`config.mk`:
```
export PLATFORM = sky130hd
export DESIGN_NAME = uart_rx_oversampled
export DESIGN_NICKNAME = d
export VERILOG_FILES = /design/src/rtl/uart_rx_oversampled.sv
export SDC_FILE = /design/constraint.sdc
export NUM_CORES = 1
export LEC_CHECK = 0
export ABC_AREA = 1
export CAP_MARGIN = 20
export CORE_ASPECT_RATIO = 0.5
export CORE_MARGIN = 4
export CORE_UTILIZATION = 55
export DETAILED_ROUTE_END_ITERATION = 7
export HOLD_SLACK_MARGIN = 0.05
export PLACE_DENSITY = 0.75
export SYNTH_ARGS = -nofsm -noshare
export SYNTH_HDL_FRONTEND = slang
export SYNTH_SLANG_ARGS = --single-unit
export TNS_END_PERCENT = 20
```
`constraint.sdc`:
```
create_clock -name clk -period 2.2 [get_ports clk]
set_input_delay 0.22 -clock clk [delete_from_list [all_inputs] [get_ports clk]]
set_output_delay 0.22 -clock clk [all_outputs]
set_load 0.02 [all_outputs]
```
`src/rtl/uart_rx_oversampled.sv`:
```
// rtl/uart_rx_oversampled.sv - oversampled UART receiver (16 ticks per bit)
//
// Deserialises the asynchronous rx line into DBIT-wide words using the 16x
// sample enable from the tick generator. Frame: 1 start bit, DBIT data bits
// LSB first, no parity, stop period of SB_TICK ticks.
//
// Ports:
//   clk          system clock
//   reset        synchronous, active-high reset
//   s_tick       sample enable, one tick per clk cycle it is high
//   rx           asynchronous serial line, idle high
//   dout         last received word, held until the next completed frame
//   rx_done_tick one-clk pulse when a frame completes
//   frame_err    stop bit sampled low; valid with rx_done_tick, then held
//   busy         registered, high whenever the FSM is not in IDLE
`timescale 1ns/1ps

module uart_rx_oversampled #(
  parameter int DBIT    = 8,
  parameter int SB_TICK = 16
) (
  input  logic            clk,
  input  logic            reset,
  input  logic            s_tick,
  input  logic            rx,
  output logic [DBIT-1:0] dout,
  output logic            rx_done_tick,
  output logic            frame_err,
  output logic            busy
);

  typedef enum logic [1:0] {IDLE, START, DATA, STOP} state_t;

  localparam logic [4:0] SB_LAST = 5'(SB_TICK - 1);
  localparam logic [3:0] N_LAST  = 4'(DBIT - 1);

  state_t          state, state_next;
  logic            rx_meta, rx_s;
  logic [4:0]      s_cnt, s_cnt_next;
  logic [3:0]      n_cnt, n_cnt_next;
  logic [DBIT-1:0] shift, shift_next;
  logic            frame_end;
  logic [DBIT-1:0] dout_next;
  logic            done_next, ferr_next, busy_next;

  // Two-flop synchroniser; both flops reset to the idle level so a reset
  // never looks like a start bit.
  always_ff @(posedge clk) begin
    if (reset) begin
      rx_meta <= 1'b1;
      rx_s    <= 1'b1;
    end else begin
      rx_meta <= rx;
      rx_s    <= rx_meta;
    end
  end

  // State register
  always_ff @(posedge clk) begin
    if (reset) begin
      state        <= IDLE;
      s_cnt        <= '0;
      n_cnt        <= '0;
      shift        <= '0;
      dout         <= '0;
      rx_done_tick <= 1'b0;
      frame_err    <= 1'b0;
      busy         <= 1'b0;
    end else begin
      state        <= state_next;
      s_cnt        <= s_cnt_next;
      n_cnt        <= n_cnt_next;
      shift        <= shift_next;
      dout         <= dout_next;
      rx_done_tick <= done_next;
      frame_err    <= ferr_next;
      busy         <= busy_next;
    end
  end

  // Next-state logic
  always_comb begin
    state_next = state;
    s_cnt_next = s_cnt;
    n_cnt_next = n_cnt;
    shift_next = shift;
    frame_end  = 1'b0;
    case (state)
      IDLE: begin
        // Start detection does not wait for a tick.
        if (!rx_s) begin
          state_next = START;
          s_cnt_next = '0;
        end
      end
      START: begin
        if (s_tick) begin
          if (s_cnt == 5'd7) begin
            // Mid start bit: a high line here was only a glitch.
            if (!rx_s) begin
              state_next = DATA;
              s_cnt_next = '0;
              n_cnt_next = '0;
            end else begin
              state_next = IDLE;
            end
          end else begin
            s_cnt_next = s_cnt + 5'd1;
          end
        end
      end
      DATA: begin
        if (s_tick) begin
          if (s_cnt == 5'd15) begin
            s_cnt_next = '0;
            // LSB arrives first, so shifting in from the top leaves the
            // word aligned after DBIT bits.
            shift_next = {rx_s, shift[DBIT-1:1]};
            if (n_cnt == N_LAST) begin
              state_next = STOP;
            end else begin
              n_cnt_next = n_cnt + 4'd1;
            end
          end else begin
            s_cnt_next = s_cnt + 5'd1;
          end
        end
      end
      STOP: begin
        if (s_tick) begin
          if (s_cnt == SB_LAST) begin
            state_next = IDLE;
            frame_end  = 1'b1;
          end else begin
            s_cnt_next = s_cnt + 5'd1;
          end
        end
      end
      default: state_next = IDLE;
    endcase
  end

  // Output logic; everything is registered so busy and the pulse line up
  // on the same clk.
  always_comb begin
    done_next = frame_end;
    dout_next = frame_end ? shift : dout;
    ferr_next = frame_end ? ~rx_s : frame_err;
    busy_next = (state_next != IDLE);
  end

endmodule

```
[Word-level counts from Yosys, hierarchy flattened]
Cells that the tools add are included.
Storage, ports and cells
  register bits after elaboration: 32
Operators by class
  bitwise operators: 1
  eq/ne operators: 14
  mux-type cells: 28
  reductions and logical operators: 6
  $add $sub $neg: 2
Operators with widths (number)
  two-way mux 5 bit: 7
  two-way mux 4 bit: 6
  one-hot mux 5 bit (4 select lines): 1
  two-way mux 2 bit: 9
  inequality test 2 bit, second input constant: 8
  one-hot mux 2 bit (4 select lines): 1
  one-hot mux 4 bit (2 select lines): 1
  AND reduction 7 bit: 1
  adder 5 x 1 -> 5 bit, second input constant: 1
  == test 5 x 3 -> 1 bit, second input constant: 1
  == test 5 x 4 -> 1 bit, second input constant: 1
  adder 4 x 1 -> 4 bit, second input constant: 1
  == test 2 bit, second input constant: 2
  == test 4 x 3 -> 1 bit, second input constant: 1
  AND reduction 4 bit: 1
  nonzero test 2 bit: 2
  two-way mux 1 bit: 3
  AND reduction 3 bit: 1
  == test 2 x 1 -> 1 bit, second input constant: 1
  logical NOT 2 bit: 1
  NOT 1 bit: 1

[Depth between registers and ports, before layout]
Gate-level depths: netlist of run 1.
  depth in word-level cells: 6
  gate-level depth with buffers: 13
  gate-level depth less buffers: 13

[Least setup slack after synthesis of run 1]
Ideal clock, no wire load.
  path kind: register to register
  from: register s_cnt[0]
  to: register s_cnt[3]
  buffers on the path: 0
  data required time: 2.068 ns
  data arrival time: 1.483 ns
  slack: 0.585 ns
  cell stages (with the launch flop): 13
  cells stage by stage: dfxtp_1 ha_1 nand2_1 inv_1 nand2_1 inv_1 ha_1 inv_1 nor2_2 a21oi_4 o21ai_0 nand2_1 a21oi_1
Between the ends
  word-level cells in the longest chain between the ends: 4
  elaborated cells on any way between the ends: 12
  those cells by class: add/sub (1); eq/ne (3); mux (7); reduce/logical (1)
Ends and longest elaborated chain
  start, declared: RTL line 39  | logic [4:0] s_cnt, s_cnt_next;
  start signal, assigned: RTL line 71  | s_cnt <= s_cnt_next;
  adder 5 x 1 -> 5 bit, or another cell as far along: RTL line 108, 125, 135
  two-way mux 5 bit, on equally long branches: RTL line 131, 114, 98
  two-way mux 5 bit, on equally long branches: RTL line 130, 113, 97
  one-hot mux 5 bit (4 select lines): RTL line 88  | case (state)
Several ways; a longest one is shown, not always the timed one. The select of a mux whose other input is x is not followed.
A chain may end at the register's enable or synchronous reset.

[Worst setup path in the final report of run 1]
  from: register s_cnt[0]
  to: register shift[4]
Between the ends
  word-level cells in the longest chain between the ends: 2
Ends and longest elaborated chain
  == test 5 x 4 -> 1 bit: RTL line 114  | if (s_cnt == 5'd15) begin
  AND reduction 3 bit (no source line)
  end signal, assigned: RTL line 73  | shift <= shift_next;
  end, declared: RTL line 41  | logic [DBIT-1:0] shift, shift_next;
Every way passes these cells.

==> impl_results.md, run 1 <==
- Final wirelength: 3240 um
- Hold Vio Cnt, Final: 0
- DRT iter0 DRCs: 132
- CP arrival: 2.03 ns
- Nets@finish: 239
- Via count: 1365
- Mux share of post-synthesis cell area: 0
- Die ar.: 3720 um^2
- Final WS setup: 0.349 ns
- Sequential cell area: 641 um^2
- Initial antenna violation count: 0
- Part of the cycle the worst path needs: 0.842
- DR DRC count: 0
- Post-synth cell types: 26
- Row count: 13
- Slew Viols, Final: 0
- Cell Pwr Density: 669 nW/um^2
- Required @ worst endpoint: 2.38 ns
- Worst path max stage delay: 0.38 ns
- Post-route ant nets: 0
- Fmax achieved: 540 MHz
- Post-synthesis compound-gate area fraction: 0.133
- GRT overflow: 0
- Tmin final: 1.85 ns
- Most frequent cells in the layout: nor2_1 (40), nand2_1 (32), dfxtp_1 (32), o21ai_0 (21), inv_1 (16)
- Slew margin rel.: 0.648
- Core outline area: 2620 um^2
- Worst-path clk slew: 0.07 ns
- Pre-CTS setup slack: 0.383 ns
- Most common cell after layout, fill and taps aside: nor2_1
- Largest family of logic cells by synthesized area: simple AND/OR/NAND/NOR gates
- Syn nets: 220
- Sequential share of the synthesized area: 0.421
- Skew-Pair Late Insertion Delay: 0.29 ns
- Effective utilization at floorplan: 0.581
- IO Count: 15
- Antenna diodes: 0
- IO Port Bufs: 14
- Area growth syn-to-layout: 19.5%
- Post-DP HPWL: 2300 um
- Outcome: finished, final reports clean
- Routed vias/inst: 5.09
- Hold Buf Count CTS: 0
- TritonCTS clock tree: built
- Multi-input logic area: 767 um^2
- Crit-path slowest cell: dfxtp_1
- Proportion of layout cells with a drive suffix above 1: 0.156
- Crit. Startpoint: s_cnt[0]
- RSZ-0062 raised after global routing: no
- Max_cap viols: 0
- Synth Area in Simple Gates: 0.324
- Worst Tran Pin Value: 0.527 ns
- Startpoint types: register
- Final Setup Violations: 0
- Min-Delay Startpoint: rx_meta
- Worst hold path class: register to register
- Router iterations before antenna repair: 4
- Peak supply drop: 400 uV
- Die height: 45.2 um
- Avg Inst Size Synth: 7.21 um^2
- Ys Warns: 0
- Longest Clk Path Bufs: 2
- # Post-CTS Setup Buffers: 0
- CP Max Fanout: 10
- Largest net degree at the start of global routing: 22
- First-pass GRT wire length: 5670 um
- CP Capture Type: register
- Routed length per instance: 12.1 um
- Post_cts resized: 0
- Fill count: 235
- Chip width: 82.4 um
- Clock sinks: 32
- Worst r2r src: s_cnt[0]
- Gate Count Post-Synth: 211
- RePlAce Congestion: 0.926
- Clock buffer count from CTS: 5
- Synthesis-stage register bit count: 32
- Number of global-route vias before repair: 1328
- CP Cell Sequence: ha_1 > nand2_1 > inv_1 > nand2_1 > inv_1 > ha_1 > nand2_1 > nor2_1 > buf_4 > inv_2 > nor2_1 > nor2_1
- CP Class: register to register
- Post-Syn Area: 1520 um^2
- Setup TNS: 0 ns
- Root Driver: clkbuf_8
- Xor and xnor area share after synthesis: 0.00576
- Leak Pwr: 0.832 nW
- CTS H-tree depth: 2
- Total GRT Usage: 0.205
- Adder-Cell Fraction of Synth Area: 0.0411
- Worst clock skew: 0.0107 ns
## area by class of cell
cell class / count / area share
Inverter: 24 / 0.0496
Multi-Input combinational cell: 150 / 0.422
Clock inverter: 3 / 0.0234
Clock buffer: 5 / 0.0379
Tap cell: 37 / 0.0255
Timing Repair Buffer: 17 / 0.0895
Sequential cell: 32 / 0.352
## metal layers
layer / GRT usage / wire (um) / part of all wire / up-vias
met4: 0.0795 / 48 / 0.015 / 0
met2: 0.334 / 1500 / 0.46 / 27
met3: 0.0837 / 175 / 0.054 / 6
met5: 0 / 0 / 0 / -
li1: - / - / - / 714
met1: 0.244 / 1510 / 0.47 / 618
## worst max-delay path: cells and delay by family (launching register included)
kind                       cells  cell delay, ns
adders and majority gates      2            0.32
and+or+nand+nor                6            0.56
DFF                            1            0.38
buffers and inverters          4            0.46
## flip-flops by register name, indices dropped and copies added (netlist names)
| name | flops |
|---|---|
| rx_done_tick | 1 |
| frame_err | 1 |
| s_cnt | 5 |
| rx_meta | 1 |
| n_cnt | 4 |
| dout | 8 |
| busy | 1 |
| shift | 8 |
| rx_s | 1 |
| state | 2 |
## synth_stat cells
library cell,count,area (um^2)
nor2_1,40,150
dfxtp_1,32,641
nand2_1,32,120
o21ai_0,21,105
inv_1,16,60.1
nand3_1,14,70.1
a21oi_1,10,50.1
inv_2,7,26.3
nand2_2,6,37.5
ha_1,5,62.6
nand4_1,5,31.3
clkbuf_1,3,11.3
nor2_2,3,18.8
or2_2,3,18.8
a21oi_2,2,17.5
nor2_4,2,22.5
a21oi_4,1,16.3
a31oi_1,1,6.26
buf_2,1,5.00
buf_4,1,7.51
clkinv_1,1,3.75
nand3_2,1,10.0
nand3b_1,1,7.51
o211ai_1,1,7.51
or2_1,1,6.26
xor2_1,1,8.76
## power by group
part | internal [mW] | switching (mW) | total, mW
clock | 0.335 | 0.225 | 0.560
sequential | 0.585 | 0.00713 | 0.592
combinational | 0.0237 | 0.0395 | 0.0632
## worst paths after layout
| kind | end | slack, ns | cells after the start |
|---|---|---|---|
| max | shift[4] | 0.35 | 12 |
| min | rx_s | 0.41 | 1 |
| max reg2reg | shift[4] | 0.35 | 12 |
| min reg2reg | rx_s | 0.41 | 1 |
## cells by family (layout without fill, tap and decap cells)
kind of cell,after synthesis,in the layout
and+or+nand+nor,108,108
AOI/OAI and AO/OA,36,36
DFF,32,32
adders and majority gates,5,5
xor gates and xnor gates,1,1
buffers and inverters,29,49
## metrics by stage
step	power [mW]	hold slack (ns)	instance area, um^2	std cells	utilization
floorplan	0.648	0.324	1520	211	-
global placement	0.666	0.391	1710	260	0.652
detailed placement	0.668	0.398	1710	260	0.652
CTS	1.23	0.414	1820	268	0.694
global route	1.27	0.430	1820	268	0.694
finish	1.22	0.409	1820	268	0.694
Power figures use the tool's default switching activity.
==> run 2, diff against run 1 <==
- CORE_UTILIZATION: 55 -> 50
- PLACE_DENSITY: 0.75 -> 0.72
- clock period: 2.2 -> 1.56 ns (I/O delays scaled with it)
==> impl_results.md, run 2 (synthesized netlist as in run 1, its figures left out) <==
- Cell Pwr Density: 813 nW/um^2 (+22%)
- Total GRT Usage: 0.225 (+0.0203)
- Hold worst-path end: rx_meta
- Skew-Pair Late Insertion Delay: 0.29 ns (about the same)
- CP arrival: 1.85 ns (-0.18 ns)
- CP Max Fanout: 4 (-6)
- Post-route ant nets: 0 (unchanged)
- CP Class: register to register
- Worst r2r dst: s_cnt[4]
- Antenna diodes: 0 (unchanged)
- IO Count: 15 (unchanged)
- RSZ-0062 raised after global routing: yes
- Root Driver: clkbuf_8
- Multi-input logic area: 916 um^2 (+19%)
- Core outline area: 2750 um^2 (+5.0%)
- Via count: 1512 (+11%)
- Sequential cell area: 646 um^2 (+0.78%)
- Startpoint types: register
- Hold Vio Cnt, Final: 0 (unchanged)
- Worst hold path class: input port to register
- Post-DP HPWL: 2330 um (+1.4%)
- Effective utilization at floorplan: 0.553 (-0.0275)
- Most frequent cells in the layout: nor2_1 (30), dfxtp_1 (30), nand2_1 (28), o21ai_0 (15), buf_4 (15)
- TritonCTS clock tree: built
- Worst r2r src: s_cnt[0]
- Worst reg-to-reg setup slack: -0.06 ns (-0.41 ns)
- Fmax achieved: 618 MHz (+14%)
- Fill count: 183 (-22%)
- Finished Core Util: 0.773 (+0.0791)
- Worst-path clk slew: 0.07 ns (about the same)
- Final WS setup: -0.0590 ns (-0.408 ns)
- Initial antenna violation count: 0 (unchanged)
- Peak supply drop: 615 uV (+54%)
- Router iterations before antenna repair: 4 (unchanged)
- IO Port Bufs: 14 (unchanged)
- Violated checks: negative setup slack
- DRT iter0 DRCs: 98 (-26%)
- CP Capture Type: register
- Routed length per instance: 15.0 um (+24%)
- Slew Viols, Final: 0 (unchanged)
- RePlAce Congestion: 0.899 (-2.9%)
- Row count: 13 (unchanged)
- Area growth syn-to-layout: 39.7%
- Final wirelength: 4290 um (+33%)
- First-pass GRT wire length: 6740 um (+19%)
- Slew margin rel.: 0.756 (+0.108)
- Routed vias/inst: 5.29 (+3.8%)
- Worst clock skew: 0.00631 ns (-0.00439 ns)
- Largest net degree at the start of global routing: 13 (-41%)
- Number of global-route vias before repair: 1426 (+7.4%)
- Nets@finish: 257 (+7.5%)
- Part of the cycle the worst path needs: 1.04 (+0.196)
- Max_cap viols: 0 (unchanged)
- Tmin final: 1.62 ns (-0.232 ns)
- Clock sinks: 32 (unchanged)
- Worst Tran Pin Value: 0.366 ns (-0.161 ns)
- Outcome: complete, but fails checks
- Largest registers: dout (8), shift (8), s_cnt (5)
- GRT overflow: 0 (unchanged)
- Longest Clk Path Bufs: 2 (unchanged)
- Final Setup Violations: 15 (+15)
- Hold path depth: 2 (+1)
- Die ar.: 4040 um^2 (+8.6%)
- Required @ worst endpoint: 1.79 ns (-0.59 ns)
- Reg2reg path depth: 11 (-1)
- Chip width: 86.0 um (+4.4%)
- CTS H-tree depth: 2 (unchanged)
- Proportion of layout cells with a drive suffix above 1: 0.325 (+0.169)
- Setup TNS: -0.360 ns (-0.360 ns)
- Clock buffer count from CTS: 5 (unchanged)
- Min-Delay Startpoint: rx
- Die height: 47.0 um (+4.0%)
- Leak Pwr: 0.950 nW (+14%)
- DR DRC count: 0 (unchanged)
## run 2: layer usage
metal	up-vias	wire, um	track usage	part of all wire
met4	0	153	0.136	0.036
met3	19	188	0.0683	0.044
li1	757	-	-	-
met5	-	0	0	0
met1	690	1930	0.264	0.45
met2	46	2030	0.381	0.47
## run 2: stage by stage
step	instances	hold slack, ns	power, mW	instance area [um^2]	worst slack, ns
4_1_cts	283	0.432	1.72	2010	-0.00747
5_1_grt	286	0.464	1.78	2130	-0.150
6_report	286	0.461	1.73	2130	-0.0590
3_5_place_dp	264	0.414	0.946	1740	-0.243
3_3_place_gp	264	0.393	0.943	1740	-0.156
2_1_floorplan	211	0.260	0.914	1530	0.00278
## run 2: layout make-up
class	instances	share of cell area
clock buffers	6	0.0341
flip-flops and latches	32	0.304
repair buffers	33	0.140
inverters	24	0.0506
repair inverters	1	0.00235
multi-input cells	151	0.431
clock inverters	2	0.0165
well taps	37	0.0218
## run 2: critical path: stages (launching register included)
cell and delay (ns):
dfxtp_2 0.36, ha_4 0.15, nand2_4 0.06, inv_4 0.07
nand2_4 0.05, inv_4 0.08, ha_4 0.15, inv_4 0.04
nor2_4 0.16, a21oi_4 0.06, or2_1 0.26, a21oi_2 0.11
## run 2: repair_timing
| item | in CTS | in global routing |
|---|---|---|
| pin swaps | 6 | 10 |
| endpoints found under the setup margin | 30 | 30 |
| endpoints found under the hold margin | 0 | 0 |
| hold buffers | 0 | 0 |
| gates resized for setup | 25 | 32 |
| gates cloned | 4 | 0 |
| setup buffers | 8 | 3 |
## run 2: how the worst max path moves through the flow
stage / from / end / slack, ns / depth (start not counted)
floorplan: s_cnt[0] / shift[0] / 0.003 / 12
global placement: s_cnt[0] / dout[5] / -0.16 / 11
detailed placement: s_cnt[0] / dout[5] / -0.24 / 11
CTS: s_cnt[1] / s_cnt[4] / -0.007 / 11
global route: s_cnt[0] / busy / -0.15 / 11
finish: s_cnt[0] / s_cnt[4] / -0.06 / 11
## run 2: report_power, final
group / internal, mW / total, mW / leakage, nW / switching (mW)
sequential: 0.824 / 0.835 / 0.260 / 0.0108
combinational: 0.0383 / 0.104 / 0.635 / 0.0658
clock: 0.474 / 0.791 / 0.0552 / 0.317
total: 1.34 / 1.73 / 0.950 / 0.394
